--- src/rtl/adder_subtractor_seq.sv ---
// Multi-cycle two's-complement adder/subtractor: sums WIDTH-bit operands CHUNK bits
// per clock under a start/busy/done handshake, with carry/borrow and signed overflow.
module adder_subtractor_seq #(
  parameter int WIDTH = 16,
  parameter int CHUNK = 4
) (
  input  logic             clk,
  input  logic             rst_n,
  input  logic             start,
  input  logic [WIDTH-1:0] a,
  input  logic [WIDTH-1:0] b,
  input  logic             M,
  output logic             busy,
  output logic             done,
  output logic [WIDTH-1:0] d,
  output logic             bout,
  output logic             ovf
);

  localparam int N  = WIDTH / CHUNK;
  localparam int CW = (N > 1) ? $clog2(N) : 1;

  typedef enum logic {IDLE, CALC} state_t;

  state_t           state_reg, state_next;
  logic [WIDTH-1:0] a_reg, a_next;
  logic [WIDTH-1:0] b_reg, b_next;
  logic [WIDTH-1:0] part_reg, part_next;
  logic [WIDTH-1:0] d_reg, d_next;
  logic             m_reg, m_next;
  logic             carry_reg, carry_next;
  logic             bout_reg, bout_next;
  logic             ovf_reg, ovf_next;
  logic             done_reg, done_next;
  logic [CW-1:0]    cnt_reg, cnt_next;

  logic [CHUNK-1:0] a_lo;
  logic [CHUNK-1:0] b_lo;
  logic [CHUNK:0]   sum;
  logic             last;

  // Latched operands shift right each cycle, so the current chunk is always the low CHUNK bits.
  assign a_lo = a_reg[CHUNK-1:0];
  assign b_lo = b_reg[CHUNK-1:0] ^ {CHUNK{m_reg}};
  assign sum  = {1'b0, a_lo} + {1'b0, b_lo} + {{CHUNK{1'b0}}, carry_reg};
  assign last = (cnt_reg == CW'(N - 1));

  always_ff @(posedge clk or negedge rst_n) begin
    if (!rst_n) begin
      state_reg <= IDLE;
      a_reg     <= '0;
      b_reg     <= '0;
      part_reg  <= '0;
      d_reg     <= '0;
      m_reg     <= 1'b0;
      carry_reg <= 1'b0;
      bout_reg  <= 1'b0;
      ovf_reg   <= 1'b0;
      done_reg  <= 1'b0;
      cnt_reg   <= '0;
    end else begin
      state_reg <= state_next;
      a_reg     <= a_next;
      b_reg     <= b_next;
      part_reg  <= part_next;
      d_reg     <= d_next;
      m_reg     <= m_next;
      carry_reg <= carry_next;
      bout_reg  <= bout_next;
      ovf_reg   <= ovf_next;
      done_reg  <= done_next;
      cnt_reg   <= cnt_next;
    end
  end

  always_comb begin
    state_next = state_reg;
    a_next     = a_reg;
    b_next     = b_reg;
    part_next  = part_reg;
    d_next     = d_reg;
    m_next     = m_reg;
    carry_next = carry_reg;
    bout_next  = bout_reg;
    ovf_next   = ovf_reg;
    done_next  = 1'b0;
    cnt_next   = cnt_reg;

    case (state_reg)
      IDLE: begin
        if (start) begin
          a_next     = a;
          b_next     = b;
          m_next     = M;
          carry_next = M;
          cnt_next   = '0;
          part_next  = '0;
          state_next = CALC;
        end
      end
      CALC: begin
        // New chunk enters at the top; after N cycles the result is fully aligned.
        part_next  = (part_reg >> CHUNK) | (WIDTH'(sum[CHUNK-1:0]) << (WIDTH - CHUNK));
        carry_next = sum[CHUNK];
        a_next     = a_reg >> CHUNK;
        b_next     = b_reg >> CHUNK;
        cnt_next   = cnt_reg + CW'(1);
        if (last) begin
          // On the last chunk the low bits of a_reg/b_lo hold the operand sign bits.
          d_next     = part_next;
          bout_next  = sum[CHUNK] ^ m_reg;
          ovf_next   = (a_lo[CHUNK-1] == b_lo[CHUNK-1]) && (sum[CHUNK-1] != a_lo[CHUNK-1]);
          done_next  = 1'b1;
          state_next = IDLE;
        end
      end
      default: state_next = IDLE;
    endcase
  end

  assign busy = (state_reg == CALC);
  assign done = done_reg;
  assign d    = d_reg;
  assign bout = bout_reg;
  assign ovf  = ovf_reg;

endmodule
--- config.mk ---
export PLATFORM = sky130hd
export DESIGN_NAME = adder_subtractor_seq
export DESIGN_NICKNAME = d
export VERILOG_FILES = /design/src/rtl/adder_subtractor_seq.sv
export SDC_FILE = /design/constraint.sdc
export NUM_CORES = 1
export LEC_CHECK = 0
export BUFFER_PORTS_ARGS = -buffer_cell sky130_fd_sc_hd__buf_4
export CORE_ASPECT_RATIO = 2
export CORE_MARGIN = 2
export CORE_UTILIZATION = 50
export DETAILED_ROUTE_END_ITERATION = 7
export HOLD_SLACK_MARGIN = 0.12
export PLACE_DENSITY = 0.82
export REMOVE_ABC_BUFFERS = 1
export SYNTH_ARGS = -nofsm -noshare
export SYNTH_HDL_FRONTEND = slang
export SYNTH_SLANG_ARGS = --single-unit
--- constraint.sdc ---
create_clock -name clk -period 3.7 [get_ports clk]
set_input_delay 0.37 -clock clk [delete_from_list [all_inputs] [get_ports clk]]
set_output_delay 0.37 -clock clk [all_outputs]
set_load 0.005 [all_outputs]
==> results of run 1 <==
-- cell families (layout without fill, tap and decap cells) --
family | Yosys count | in the layout | synth area share
flip-flops | 68 | 68 | 0.568
multiplexers | 47 | 47 | 0.164
AO/OA/AOI/OAI | 50 | 50 | 0.0997
AND/OR/NAND/NOR | 56 | 56 | 0.0751
buffers and inverters | 24 | 79 | 0.0430
XOR/XNOR | 7 | 7 | 0.0205
adder cells (fa/ha/maj) | 6 | 6 | 0.0301
-- final cells by class --
type | count | share of cell area
sequential | 68 | 0.457
multi-input combinational | 166 | 0.313
timing repair buffer | 56 | 0.113
clock buffer | 12 | 0.0715
tap | 61 | 0.0205
clock inverter | 4 | 0.0188
inverter | 7 | 0.00704
-- critical path: stages (launching register included) --
cell and delay (ps):
dfrtp_1 470, xnor2_1 180, fa_1 450, fa_1 450
nor2b_1 150, o21a_1 160, nor3_1 60, o31ai_2 240
-- power groups by stage --
stage	clock (mW)	combinational, mW	sequential, mW
after floorplan	0	0.697	1.28
after global placement	0	1.04	1.30
after detailed placement	0	1.11	1.32
after CTS	0.961	1.14	1.31
after global routing	0.996	1.27	1.36
final	0.947	1.12	1.31
-- worst paths after layout --
check                           from        end  slack [ps]  cells past startpoint
max                            m_reg       bout        1440                      7
min                            rst_n       d[9]         140                      1
max reg2reg                    m_reg       bout        1440                      7
min reg2reg                a_reg[15]  a_reg[11]         480                      2
max in group asynchronous      rst_n       busy        2990                      1
min in group clk               a[13]  a_reg[13]         290                      3
-- placed cells by master (no fill, tap or decap), types with 5 or more instances in the layout --
cell type,instances
mux2i_1,33
a22o_1,5
clkbuf_16,9
inv_1,7
xor2_1,5
buf_4,56
dfrtp_1,67
mux2_2,12
o21ai_0,34
nand2_1,40
nor2_1,11
-- per-stage QoR --
stage	power, mW	hold WS [ps]	setup slack, ps
2_1_floorplan	1.98	74.4	1430
3_3_place_gp	2.34	462	1600
3_5_place_dp	2.43	474	1540
4_1_cts	3.41	165	1460
5_1_grt	3.62	217	1290
6_report	3.37	142	1440
-- layer usage --
metal	global-route usage	share of wire	up-vias
met1	0.221	0.37	957
met5	0	0	-
met4	0.109	0.033	0
met2	0.341	0.54	49
met3	0.0578	0.047	14
li1	-	-	976
==> impl_metrics.toml, run 1 <==
[die]
initial_utilization = 0.521
fp.dieArea_um2 = 6670
floorplan.io_pins = 56
floorplan.die.width_um = 58.8
core.rowCount = 39
floorplan.core_area_um2 = 5760
die_height_um = 114

[finish]
layout-drive-gt1-share = 0.288
layout.cells.non_filler = 374
fill_cells = 490
antenna_cells = 0
post-route-util = 0.648
layout-area-overhead-vs-synth_pct = 24.4
final_nets = 350
ff_latch_area_um2 = 1700
multi_input_comb_area_um2 = 1170
finalInstanceArea_um2 = 3730

[yosys]
post_synth_main_area_contributors = "dfrtp_1, mux2i_1, o21ai_0"
synth_area_um2 = 3000
synth-seq-area-share = 0.568
synth_enable_flop_cells = 0
synth-warning-count = 0
yosysMostFrequentCell = "dfrtp_1"
yosysTopAreaCellShare = 0.568
synth_area_per_cell_um2 = 11.6
async_reset_ff_frac = 1.00
synth.largest_area_cell = "dfrtp_1"
netlist_top_cells_count = "dfrtp_1, nand2_1, o21ai_0, mux2i_1, mux2_2"
postSynth.topFlopCell = "dfrtp_1"
synth.ff_latch_count = 68
post_synth_num_cell_types = 32
synth_cells = 258

[clock_network]
cts-buffers-inserted = 9
tritoncts_num_sinks = 68
setup_repair_bufs_after_cts = 0
clk_latency_ps = 330
cts_resized = 0
hold_buffers = 0
cts_tree = "yes"
clockBufferDepth = 2
cts-htree-levels = 3
clockRootBuffer = "clkbuf_16"
clock_pin_transition_on_the_worst_setup_and_hold_timing_paths_ps = 50

[worst_setup_path]
required_ps = 3940
timing_worst_setup_path_type = "reg2reg"
worstPathArrival_ps = 2490
cp-end-kind = "register"
critical_path_peak_fanout = 7
timing.critical_path.from_type = "register"

[timing]
finalHoldViolations = 0
final-setup-viol-count = 0
fin_worst_skew_ps = 4.45
timing_max_transition_violations_final = 0
setup_tns_ps = 0
max_slew_margin = 0.460
max_freq_mhz = 443
tightestPinTransition_ps = 810
grt_setup_unrepaired = "false"
fin_crit_sh = 0.610
period_minus_slack_ps = 2260

[pwr]
switching_power_mw = 1.10
p_int_mw = 2.27
clkPwrFrac = 0.281
pwr-share-comb = 0.332
power_frac_seq = 0.388
static-leakage-power_nw = 1.87
ir_worst_vdd_mv = 0.598
switching_share = 0.326
cellPowerDensity_nw_per_um2 = 904

[drt]
antenna_left = 0
drc = 2
drt_wl_total_um = 5770
detailedRoute.firstPassIterationCount = 6
overall_via_count_from_detail_route = 1996
avgViaCountPerCell = 5.34
detail_route.wl_per_cell_um = 15.4
drt-initial-drc-count = 70

[global_routing]
grt-ovfl-total = 0
antenna_violations_before_repair = 0
grt_start_max_net_pins = 69
grt_usage = 0.202
first_global_vias = 2137
grt_pass1_wl_um = 9940

[placed_design]
postPlaceCellArea_um2 = 3390
port_buffers = 55
hpwl_um = 3860
numPlacedInstances = 358
gp_congestion = 0.761

[min_path]
holdCritPathClass = "in2async"

[flow_run]
maximum_capacitance_violations = 0

[outcome]
failed_checks = "DRC"
run_status = "finished with violations"
No activity file was read; power rests on OpenSTA's default activity.
==> inputs of run 2 (changes only) <==
ABC_AREA = 1   (was not set)
clock period = 2.2 ns   (was 3.7 ns; I/O delays follow)
==> impl_metrics.toml, run 2 <==
[outcome]
run_status = "completed"

[yosys]
synth_cells = 304
post_synth_main_area_contributors = "dfrtp_1, nand2_1, nand3_1"
postSynth.topFlopCell = "dfrtp_1"
netlist_top_cells_count = "nand2_1, dfrtp_1, nand3_1, inv_1, o21ai_0"
synth.ff_latch_count = 68
yosysTopAreaCellShare = 0.578
synth-seq-area-share = 0.578
yosysMostFrequentCell = "nand2_1"
async_reset_ff_frac = 1.00
synth.largest_area_cell = "dfrtp_1"
post_synth_num_cell_types = 24
synth_area_um2 = 2940
synth_enable_flop_cells = 0
synth-warning-count = 0
synth_area_per_cell_um2 = 9.68

[timing]
setup_tns_ps = 0
max_freq_mhz = 482
period_minus_slack_ps = 2070
fin_worst_skew_ps = 5.51
final-setup-viol-count = 0
grt_setup_unrepaired = "false"
timing_max_transition_violations_final = 0
fin_crit_sh = 0.943
tightestPinTransition_ps = 828
max_slew_margin = 0.448
finalHoldViolations = 0
hold_ws_ps = 124

[worst_setup_path]
critPathMaxStageDelay_ps = 460
required_ps = 2430
cp-end-kind = "register"
crit_slowest_cell = "dfrtp_1"
critical_path.most_common_cell = "nand2_1"
worst_path_dominant_cell_family = "adder cells"
critical_path_peak_fanout = 6
timing_worst_setup_path_type = "reg2reg"
timing.critical_path.from_type = "register"
crit_path_start = "m_reg"
worstPathArrival_ps = 2300
r2r-start = "m_reg"
cp_num_buf_inv = 1
worstPathCellList = "xnor2_1 -> fa_1 -> fa_1 -> inv_1 -> nand3_1 -> nand2_1 -> nand2_1 -> nand3_1 -> nand2_1"

[global_routing]
grt_usage = 0.209
grt-ovfl-total = 0
first_global_vias = 2295
antenna_violations_before_repair = 0
grt_start_max_net_pins = 69
grt_pass1_wl_um = 10400

[clock_network]
clockBufferDepth = 2
tritoncts_num_sinks = 68
cts_tree = "yes"
cts-buffers-inserted = 9
cts_resized = 0
clockRootBuffer = "clkbuf_16"
clock_pin_transition_on_the_worst_setup_and_hold_timing_paths_ps = 60
cts-htree-levels = 3
clk_latency_ps = 330

[drt]
drc = 0
drt-initial-drc-count = 96
detail_route.wl_per_cell_um = 13.7
overall_via_count_from_detail_route = 2346
antenna_left = 0
detailedRoute.firstPassIterationCount = 4
avgViaCountPerCell = 5.30
drt_wl_total_um = 6060

[die]
die_height_um = 112
floorplan.core_area_um2 = 5710
floorplan.io_pins = 56
initial_utilization = 0.515
floorplan.die.width_um = 58.2
core.rowCount = 39
fp.dieArea_um2 = 6550

[finish]
layout-area-overhead-vs-synth_pct = 29.4
multi_input_comb_area_um2 = 992
layout.cells.most_common_list = "nand2_1, dfrtp_1, buf_4"
antenna_cells = 0
final_nets = 419
fill_cells = 442
ff_latch_area_um2 = 1700
most_common_library_cell_in_the_layout_ignoring_fill_and_taps = "nand2_1"
layout-drive-gt1-share = 0.212

[min_path]
hp-start = "a[6]"
holdCritPathClass = "in2reg"

[flow_run]
maximum_capacitance_violations = 0

[placed_design]
gp_congestion = 0.925
port_buffers = 55
hpwl_um = 3820

[pwr]
static-leakage-power_nw = 1.89
cellPowerDensity_nw_per_um2 = 1340
ir_worst_vdd_mv = 0.956
-- run 2: cell types whose count changed in the layout (fill, tap and decap cells not counted), moves of 8 or more --
| cell | change |
|---|---|
| nand3_1 | +26 |
| nand2_1 | +56 |
| mux2_2 | -12 |
| o211ai_1 | +8 |
| o21ai_0 | -21 |
| mux2i_1 | -33 |
| dlygate4sd3_1 | +21 |
| inv_1 | +19 |
| o22ai_1 | +9 |
-- run 2: final cells by class --
class / instances / area share
sequential: 68 / 0.447
multi-input combinational: 192 / 0.261
timing repair buffer: 77 / 0.166
clock buffer: 9 / 0.0592
inverter: 29 / 0.0332
tap: 61 / 0.0201
clock inverter: 7 / 0.0141
-- run 2: layer usage --
layer  vias to the layer above  GRT usage  part of all wire
li1                       1129          -                 -
met1                      1137      0.246              0.38
met2                        69      0.347              0.55
met3                        11     0.0530             0.048
met4                         0      0.104             0.022
met5                         -          0                 0
-- run 2: worst min-delay path: cells and delay by family --
kind | cells | cell delay, ps
buffers and inverters | 1 | 80
AND/OR/NAND/NOR | 2 | 130
-- run 2: where the power goes --
group	switching (mW)	leakage [nW]	internal, mW
registers	0.249	0.881	1.73
logic	1.02	0.892	0.797
clock network	0.536	0.116	0.762
-- run 2: kinds of logic after synthesis --
group | share of synthesized area
flip-flops | 0.578
AND/OR/NAND/NOR | 0.194
buffers and inverters | 0.0842
AO/OA/AOI/OAI | 0.0978
XOR/XNOR | 0.0149
adder cells (fa/ha/maj) | 0.0306
-- run 2: through the flow --
step / setup slack (ps) / total power, mW / instance area, um2 / cells / utilization
4_1_cts: 170 / 5.14 / 3810 / 443 / 0.667
2_1_floorplan: 336 / 3.12 / 2820 / 289 / -
3_5_place_dp: 181 / 3.78 / 3320 / 406 / 0.581
5_1_grt: 22.8 / 5.48 / 3810 / 443 / 0.667
3_3_place_gp: 237 / 3.69 / 3320 / 406 / 0.581
6_report: 125 / 5.09 / 3810 / 443 / 0.667
-- run 2: final timing paths --
check / end / slack [ps] / depth (start not counted)
worst max register to register: bout / 130 / 9
worst max-delay path: bout / 130 / 9
max in group asynchronous: a_reg[13] / 1120 / 2
worst min-delay path: a_reg[6] / 120 / 3
worst min register to register: d[10] / 480 / 2
min in group asynchronous: d[5] / 530 / 2
-- run 2: timing repair --
action | CTS | global route
buffers inserted | 0 | 0
setup endpoints to repair | 0 | 0
hold endpoints to repair | 88 | 0
hold buffers | 21 | 0
